`src/rtl/rs_pkg.sv`:
```
// Shared constants and types for the in-order reservation station.
package rs_pkg;
  localparam int ENT_SEL_D    = 2;
  localparam int ENT_NUM_D    = 4;
  localparam int TAG_W_D      = 6;
  localparam int MAX_DISPATCH = 2;
  localparam int CDB_NUM      = 2;

  typedef struct packed {
    logic               busy;
    logic               s1_rdy;
    logic               s2_rdy;
    logic [TAG_W_D-1:0] s1_tag;
    logic [TAG_W_D-1:0] s2_tag;
  } rs_entry_t;
endpackage

```
`src/rtl/rs_tag_match.sv`:
```
// Next-ready for one source operand: sticky ready, set by any valid CDB tag hit.
module rs_tag_match
  import rs_pkg::*;
#(
  parameter int TAG_W = TAG_W_D
) (
  input  logic [TAG_W-1:0]         tag,
  input  logic                     rdy,
  input  logic [CDB_NUM-1:0]       cdb_valid,
  input  logic [CDB_NUM*TAG_W-1:0] cdb_tag,
  output logic                     rdy_nxt
);
  always_comb begin
    rdy_nxt = rdy;
    for (int b = 0; b < CDB_NUM; b++)
      if (cdb_valid[b] && (cdb_tag[b*TAG_W +: TAG_W] == tag)) rdy_nxt = 1'b1;
  end
endmodule

```
`src/rtl/inorder_rs_entry_ctrl.sv`:
```
// Entry ring control for an in-order RS: alloc/issue pointers, occupancy,
// CDB wakeup and strictly head-only issue.
module inorder_rs_entry_ctrl
  import rs_pkg::*;
#(
  parameter int ENT_SEL = ENT_SEL_D,
  parameter int ENT_NUM = ENT_NUM_D,
  parameter int TAG_W   = TAG_W_D
) (
  input  logic                              clk_i,
  input  logic                              reset_i,
  input  logic [1:0]                        dp_req_num_i,
  input  logic [MAX_DISPATCH*TAG_W-1:0]     dp_src1_tag_i,
  input  logic [MAX_DISPATCH*TAG_W-1:0]     dp_src2_tag_i,
  input  logic [MAX_DISPATCH-1:0]           dp_src1_rdy_i,
  input  logic [MAX_DISPATCH-1:0]           dp_src2_rdy_i,
  input  logic                              dp_stall_i,
  input  logic                              dp_kill_i,
  input  logic [CDB_NUM-1:0]                cdb_valid_i,
  input  logic [CDB_NUM*TAG_W-1:0]          cdb_tag_i,
  input  logic                              ex_ready_i,
  output logic                              allocatable_o,
  output logic [ENT_SEL-1:0]                alloc_ptr_o,
  output logic [ENT_SEL-1:0]                issue_ptr_o,
  output logic                              issue_valid_o,
  output logic [ENT_NUM-1:0]                busy_vector_o,
  output logic [ENT_NUM-1:0]                ready_vector_o,
  output logic [ENT_SEL:0]                  count_o
);
  logic [ENT_NUM-1:0]            busy, s1_rdy, s2_rdy, s1_wake, s2_wake;
  logic [ENT_NUM-1:0][TAG_W-1:0] s1_tag, s2_tag;
  logic [MAX_DISPATCH-1:0]       slot_s1_rdy, slot_s2_rdy;
  logic [ENT_SEL-1:0]            alloc_ptr, issue_ptr, alloc_ptr1;
  logic [ENT_SEL:0]              count, alloc_n, issue_n;
  logic [ENT_SEL+1:0]            alloc_sum;
  logic                          alloc_fire, issue_fire;

  for (genvar i = 0; i < ENT_NUM; i++) begin : g_ent
    rs_tag_match #(.TAG_W(TAG_W)) u_s1 (
      .tag(s1_tag[i]), .rdy(s1_rdy[i]), .cdb_valid(cdb_valid_i),
      .cdb_tag(cdb_tag_i), .rdy_nxt(s1_wake[i]));
    rs_tag_match #(.TAG_W(TAG_W)) u_s2 (
      .tag(s2_tag[i]), .rdy(s2_rdy[i]), .cdb_valid(cdb_valid_i),
      .cdb_tag(cdb_tag_i), .rdy_nxt(s2_wake[i]));
  end

  // Dispatch bypass: a result broadcast in the dispatch cycle marks the slot ready.
  for (genvar k = 0; k < MAX_DISPATCH; k++) begin : g_slot
    rs_tag_match #(.TAG_W(TAG_W)) u_s1 (
      .tag(dp_src1_tag_i[k*TAG_W +: TAG_W]), .rdy(dp_src1_rdy_i[k]),
      .cdb_valid(cdb_valid_i), .cdb_tag(cdb_tag_i), .rdy_nxt(slot_s1_rdy[k]));
    rs_tag_match #(.TAG_W(TAG_W)) u_s2 (
      .tag(dp_src2_tag_i[k*TAG_W +: TAG_W]), .rdy(dp_src2_rdy_i[k]),
      .cdb_valid(cdb_valid_i), .cdb_tag(cdb_tag_i), .rdy_nxt(slot_s2_rdy[k]));
  end

  // Same-cycle issue is deliberately not credited, so alloc never hits the head.
  assign alloc_sum     = (ENT_SEL+2)'(count) + (ENT_SEL+2)'(dp_req_num_i);
  assign allocatable_o = reset_i & (dp_req_num_i != 2'd3) &
                         (alloc_sum <= (ENT_SEL+2)'(ENT_NUM));
  assign alloc_fire    = allocatable_o & ~dp_stall_i & ~dp_kill_i & (dp_req_num_i != 2'd0);
  assign ready_vector_o = busy & s1_rdy & s2_rdy;
  assign issue_valid_o = ready_vector_o[issue_ptr];
  assign issue_fire    = issue_valid_o & ex_ready_i & ~dp_kill_i;
  assign alloc_n       = alloc_fire ? (ENT_SEL+1)'(dp_req_num_i) : '0;
  assign issue_n       = (ENT_SEL+1)'(issue_fire);
  assign alloc_ptr1    = alloc_ptr + 1'b1;

  assign busy_vector_o = busy;
  assign alloc_ptr_o   = alloc_ptr;
  assign issue_ptr_o   = issue_ptr;
  assign count_o       = count;

  always_ff @(posedge clk_i or negedge reset_i) begin
    if (!reset_i) begin
      busy      <= '0;
      s1_rdy    <= '0;
      s2_rdy    <= '0;
      s1_tag    <= '0;
      s2_tag    <= '0;
      alloc_ptr <= '0;
      issue_ptr <= '0;
      count     <= '0;
    end else if (dp_kill_i) begin
      busy      <= '0;
      s1_rdy    <= '0;
      s2_rdy    <= '0;
      alloc_ptr <= '0;
      issue_ptr <= '0;
      count     <= '0;
    end else begin
      s1_rdy <= s1_wake & busy;
      s2_rdy <= s2_wake & busy;
      if (issue_fire) begin
        busy[issue_ptr]   <= 1'b0;
        s1_rdy[issue_ptr] <= 1'b0;
        s2_rdy[issue_ptr] <= 1'b0;
        issue_ptr         <= issue_ptr + 1'b1;
      end
      if (alloc_fire) begin
        busy[alloc_ptr]   <= 1'b1;
        s1_rdy[alloc_ptr] <= slot_s1_rdy[0];
        s2_rdy[alloc_ptr] <= slot_s2_rdy[0];
        s1_tag[alloc_ptr] <= dp_src1_tag_i[TAG_W-1:0];
        s2_tag[alloc_ptr] <= dp_src2_tag_i[TAG_W-1:0];
        if (dp_req_num_i == 2'd2) begin
          busy[alloc_ptr1]   <= 1'b1;
          s1_rdy[alloc_ptr1] <= slot_s1_rdy[1];
          s2_rdy[alloc_ptr1] <= slot_s2_rdy[1];
          s1_tag[alloc_ptr1] <= dp_src1_tag_i[2*TAG_W-1:TAG_W];
          s2_tag[alloc_ptr1] <= dp_src2_tag_i[2*TAG_W-1:TAG_W];
        end
        alloc_ptr <= alloc_ptr + ENT_SEL'(dp_req_num_i);
      end
      count <= count + alloc_n - issue_n;
    end
  end
endmodule

```
`config.mk`:
```
export PLATFORM = sky130hd
export DESIGN_NAME = inorder_rs_entry_ctrl
export DESIGN_NICKNAME = d
export VERILOG_FILES = /design/src/rtl/rs_pkg.sv /design/src/rtl/rs_tag_match.sv /design/src/rtl/inorder_rs_entry_ctrl.sv
export SDC_FILE = /design/constraint.sdc
export NUM_CORES = 1
export LEC_CHECK = 0
export CORE_MARGIN = 4
export CORE_UTILIZATION = 25
export CTS_CLUSTER_DIAMETER = 150
export CTS_CLUSTER_SIZE = 20
export DETAILED_ROUTE_END_ITERATION = 16
export SETUP_SLACK_MARGIN = 0.2
export SLEW_MARGIN = 20
export SYNTH_ARGS = -nofsm -noshare
export SYNTH_HDL_FRONTEND = slang
export SYNTH_SLANG_ARGS = --single-unit
```
`constraint.sdc`:
```
create_clock -name clk_i -period 8.8 [get_ports clk_i]
set_input_delay 0.88 -clock clk_i [delete_from_list [all_inputs] [get_ports clk_i]]
set_output_delay 0.88 -clock clk_i [all_outputs]
set_load 0.1 [all_outputs]
```
## Word level (Yosys, flattened, before mapping)

Cells that the tools add are included.

| word-level totals | value |
|---|---|
| input bits | 49 |
| output and inout bits | 17 |
| flip-flop bits (word level) | 67 |

| cells by class | value |
|---|---|
| reduce and logical (&&, ||, !) cells | 31 |
| magnitude comparators | 7 |
| mux-type cells | 67 |
| equality and inequality tests | 26 |
| bitwise logic cells | 19 |
| add/subtract/negate cells | 6 |

Operator list:

| kind | count |
|---|---|
| 6-bit equality test | 24 |
| 24-bit bitwise mux | 4 |
| 4-bit two-way mux | 15 |
| 24-bit two-way mux | 2 |
| 4-bit bitwise AND | 7 |
| 1-bit two-way mux | 28 |
| 1-bit logical AND | 27 |
| 6-bit demux with 2-bit select | 2 |
| 4-bit bitwise mux | 4 |
| 6-bit two-way mux | 2 |
| 2-bit two-way mux | 5 |
| 2-bit by 3-bit < comparator with 1-bit output (second input constant) | 3 |
| 4-bit OR | 2 |
| 1-bit bitwise AND | 7 |
| 1-bit demux with 2-bit select | 3 |
| 2-bit by 1-bit greater-or-equal comparator with 1-bit output (second input constant) | 3 |
| 2-bit nonzero test | 3 |
| 2-bit by 1-bit adder with 2-bit output (second input constant) | 2 |
| 3-bit by 2-bit adder with 4-bit output | 1 |
| 4-bit by 3-bit <= comparator with 1-bit output (second input constant) | 1 |
| 4-bit NOT | 1 |
| 3-bit by 2-bit adder with 3-bit output | 1 |
| 3-bit two-way mux | 1 |
| 3-bit by 1-bit subtractor with 3-bit output | 1 |
| 6 further kinds | 7 |

## Depth between registers and ports, before layout

| depth | value |
|---|---|
| depth after elaboration | 13 |
| mapped depth | 16 |
| depth with buffers taken out | 14 |

## Cells and area by module

A second synthesis with hierarchy kept.

| second synthesis, totals | value |
|---|---|
| cells, all modules | 592 |
| area total of the unflattened synthesis | 5323.9 µm² |

Modules (own cells, without submodules):

| module | seq. area each (µm²) | area each (µm²) | cells an instance | times used |
|---|---|---|---|---|
| inorder_rs_entry_ctrl | 1676.6 | 3687.3 | 388 | 1 |
| rs_tag_match | 0.0 | 136.4 | 17 | 12 |

## Worst setup path before layout

OpenSTA, ideal clock, no wires.

| timing path | value |
|---|---|
| path kind | reg-to-output |
| start | register busy[3], in the netlist busy_vector_o[3] |
| end | output port issue_valid_o |
| slack | 4.143 ns |
| path buffers | 0 |
| required time | 7.920 ns |
| cell stages (with the launch flop) | 5 |
| data arrival time | 3.777 ns |
| cell sequence | dfrtp_1 and3_1 mux2_4 nor2_1 a31oi_1 |

| on the way | value |
|---|---|
| word-level cells in the longest chain between the ends | 4 |

RTL lines:

| element | RTL line | RTL |
|---|---|---|
| start: declaration | inorder_rs_entry_ctrl.sv:30 | `logic [ENT_NUM-1:0] busy, s1_rdy, s2_rdy, s1_wake, s2_wake;` |
| start signal: assignment | inorder_rs_entry_ctrl.sv:76 | `busy <= '0;` |
| start signal: assignment | inorder_rs_entry_ctrl.sv:85 | `busy <= '0;` |
| start signal: indexed assignment | inorder_rs_entry_ctrl.sv:95 | `busy[issue_ptr] <= 1'b0;` |
| 4-bit bitwise AND (2 in a row) | inorder_rs_entry_ctrl.sv:62 | `assign ready_vector_o = busy & s1_rdy & s2_rdy;` |
| named net ready_vector_o[3] | inorder_rs_entry_ctrl.sv:27 | `output logic [ENT_NUM-1:0] ready_vector_o,` |
| 1-bit binary-select mux with 2-bit select | inorder_rs_entry_ctrl.sv:63 | `assign issue_valid_o = ready_vector_o[issue_ptr];` |
| 1-bit two-way mux (not written as such) | inorder_rs_entry_ctrl.sv:63 |  |
| end: declaration | inorder_rs_entry_ctrl.sv:25 | `output logic issue_valid_o,` |

The timed path passes the listed nets, and every way through them passes these cells. The select of a mux whose other input is x is not followed.

## Worst setup path in the final report

| timing path | value |
|---|---|
| start | input port dp_req_num_i[0] |
| end | output port allocatable_o |

| on the way | value |
|---|---|
| word-level cells in the longest chain between the ends | 3 |
| elaborated cells on any way between the ends | 5 |

RTL lines:

| element | RTL line | RTL |
|---|---|---|
| start: declaration | inorder_rs_entry_ctrl.sv:12 | `input logic [1:0] dp_req_num_i,` |
| 3-bit by 2-bit adder with 4-bit output or 2-bit != test (tied branches) | inorder_rs_entry_ctrl.sv:58, inorder_rs_entry_ctrl.sv:59 |  |
| 4-bit by 3-bit <= comparator with 1-bit output or 1-bit bitwise AND (tied branches) | inorder_rs_entry_ctrl.sv:60, inorder_rs_entry_ctrl.sv:59 |  |
| 1-bit bitwise AND * | inorder_rs_entry_ctrl.sv:59 | `assign allocatable_o = reset_i & (dp_req_num_i != 2'd3) &` |
| end: declaration | inorder_rs_entry_ctrl.sv:22 | `output logic allocatable_o,` |

Mark *: on every way between the ends. The rest lies on a longest branch, timed or not.

==> run_results.csv <==
group,metric,value,unit
global_route,first_global_vias,4734,
routing,dr_wl_met2,8700,um
synth,synth.most_common_cell,"xor2_1",
synth,async_flop_share,100,%
die,dieArea,23300,um2
placed_design,pre_cts_ws,3.76,ns
routing,wl_met3,899,um
placed_design,port_buffers,65,
die,num_rows,52,
synth,avgSynthCellArea,8.62,um2
sta,setup_violations,0,
min_path,hp-class,"flip-flop to flip-flop",
routing,wl_per_cell,19.5,um
clocking,clk_latency,0.34,ns
die,fp.coreArea,20400,um2
run_status,status,"finished clean",
synth,synth_fp_nets,668,
clocking,htree_levels,3,
synth,synth_area,5230,um2
sta,timing.final.ws_setup,3.93,ns
routing,wl_met1,7170,um
setup_path,required,7.92,ns
clocking,post_cts_resized,0,
synth,ys_types,48,
placed_design,hpwl,12000,um
sta,post-route-min-period,4.87,ns
final_layout,drive_gt1_share,5.09,%
synth,synth_commonest_cells,"xor2_1, xnor2_1, nor2_1",
setup_path,r2r-start,"count_o[0]$_DFF_PN0_",
global_route,gr-total-overflow,0,
synth,synth_top_cell_by_area,"dfrtp_1",
routing,first_pass_iters,5,
routing,top_layer,"met4",
min_path,hold_path_end,"s2_tag[12]$_DFFE_PN0P_",
sta,slew_viol_final,0,
setup_path,worstPathArrival,3.99,ns
setup_path,r2r_slack,4.87,ns
clocking,clock_sinks,67,
clocking,clockBufferDepth,2,
clocking,numCtsBuffers,9,
sta,fin_setup_tns,0,ns
sta,tightest_slew,1.09,ns
synth,synth_top_area_share,32.0,%
synth,synth_seq_cells,67,
routing,via_per_inst,5.18,
power_and_ir_drop,total_power,1.13,mW
final_layout,syn_to_final_growth,19.9,%
sta,rsz0062_at_grt,"no",
sta,maxSlewHeadroom,27.2,%
sta,min_period_over_period,55.4,%
setup_path,critPathLaunchType,"input pin",
power_and_ir_drop,p_per_area,179,nW/um2
routing,drt_drc_violations_left,0,
die,fp.dieW,153,um
min_path,holdCritStartpoint,"s2_tag[12]$_DFFE_PN0P_",
synth,yosysSeqAreaShare,32.0,%
synth,synth-edff-count,0,
routing,routed_wl,17500,um
sta,hold_violations,0,
min_path,worstHoldPathCells,2,
global_route,antenna_found_initial,1,
clocking,tritoncts,"yes",
placed_design,gp_congestion,0.846,
clocking,ctsRootBufferMaster,"clkbuf_16",
sta,fmax,205,MHz
global_route,grt_pass1_wl,27700,um
setup_path,rr_worst_depth,14,
clocking,cts_setup_buffers,0,
sta,skew,0.0102,ns
setup_path,crit_path_max_fanout,7,
die,fp.dieH,153,um
routing,num_vias,4661,
synth,yosys_warnings,0,
clocking,hold_buffers,0,
die,initial_core_util,25.6,%
synth,synth_top_flop_cell,"dfrtp_1",
setup_path,critPathCaptureType,"output port",
final_layout,fin_nets,685,
setup_path,r2r-end,"count_o[2]$_DFF_PN0_",
power_and_ir_drop,ir_drop,0.000106,V
routing,ant_nets,0,
power_and_ir_drop,p_leak,2.36,nW
global_route,grt_max_degree,70,
setup_path,critical_path_class,"input pin to output port",
sta,hold_ws,0.597,ns
clocking,clk_pin_slew_worst_paths,0.06,ns
flow_run,drv_cap,0,
synth,syn_inst,607,
die,pin_count,66,
synth,synth_area_leaders,"dfrtp_1, xor2_1, xnor2_1",
global_route,track_usage,15.0,%
routing,drtIter0Drc,358,
-- placed cells by master (no fill, tap or decap), drive strengths merged, types with 2 or more instances in the layout --
cell,count
a211oi,3
a21oi,64
a221o,3
a2bb2oi,5
a31oi,4
and3,6
bufinv,2
clkbuf,9
clkdlybuf4s50,64
clkinv,2
clkinvlp,2
dfrtp,67
fa,2
ha,10
inv,14
mux2,2
nand2,9
nand2b,5
nand3,3
nand4,24
nor2,70
nor2b,4
nor3,13
nor4,26
o211ai,2
o21ai,7
o22ai,48
xnor2,73
xor2,75
-- per-stage QoR --
step / instance area, um2 / std cells / utilization [%]
finish: 6270 / 900 / 30.7
global route: 6270 / 900 / 30.7
CTS: 6270 / 899 / 30.7
detailed placement: 5940 / 883 / 29.1
global placement: 5940 / 883 / 29.1
floorplan: 5230 / 607 / -
-- worst max-delay path, stage by stage --
cell             delay (ns)
clkdlybuf4s50_1        0.60
ha_1                   0.22
inv_1                  0.06
fa_1                   0.48
nor2b_1                0.21
o221ai_1               0.19
a21oi_1                0.20
clkdlybuf4s50_1        1.15
-- worst max-delay path by stage --
stage | from | end
global placement | dp_req_num_i[0] | count_o[2]$_DFF_PN0_
detailed placement | dp_req_num_i[0] | count_o[2]$_DFF_PN0_
finish | dp_req_num_i[0] | allocatable_o
global route | dp_req_num_i[0] | allocatable_o
floorplan | busy_vector_o[3]$_DFF_PN0_ | issue_valid_o
CTS | dp_req_num_i[0] | allocatable_o
-- area by class of cell --
cell class                 instances  area (um2)
antenna                            1        2.50
clock buffer                       9         225
clock inverter                     7         101
fill                            2181       14200
inverter                          13        48.8
multi-input combinational        468        3230
sequential                        67        1680
tap                              270         338
timing repair buffer              65         648
-- report_power, final --
part,total [mW],internal (mW),leakage (nW),switching [mW]
clock network,0.394,0.250,0.152,0.145
logic,0.302,0.143,1.34,0.159
registers,0.429,0.364,0.869,0.0657
-- flip-flops by register name, indices dropped and copies added, names as in the netlist --
| name | cells |
|---|---|
| alloc_ptr_o | 2 |
| issue_ptr_o | 2 |
| s2_rdy | 4 |
| s1_tag | 24 |
| busy_vector_o | 4 |
| count_o | 3 |
| s1_rdy | 4 |
| s2_tag | 24 |
-- per-layer routing --
metal  up-vias  GRT usage (%)
met3        41           1.85
li1       2166              -
met1      2289           18.7
met4         0           7.72
met2       165           25.3
met5         -              0
-- kinds of logic after synthesis --
group,count (synthesis),synth area share (%)
and+or+nand+nor,163,16.2
xor gates and xnor gates,148,24.8
AOI/OAI and AO/OA,142,16.8
buffers and inverters,72,6.29
DFF,67,32.0
adders and majority gates,12,3.16
muxes,3,0.693
(Power assumes the default switching activity.)
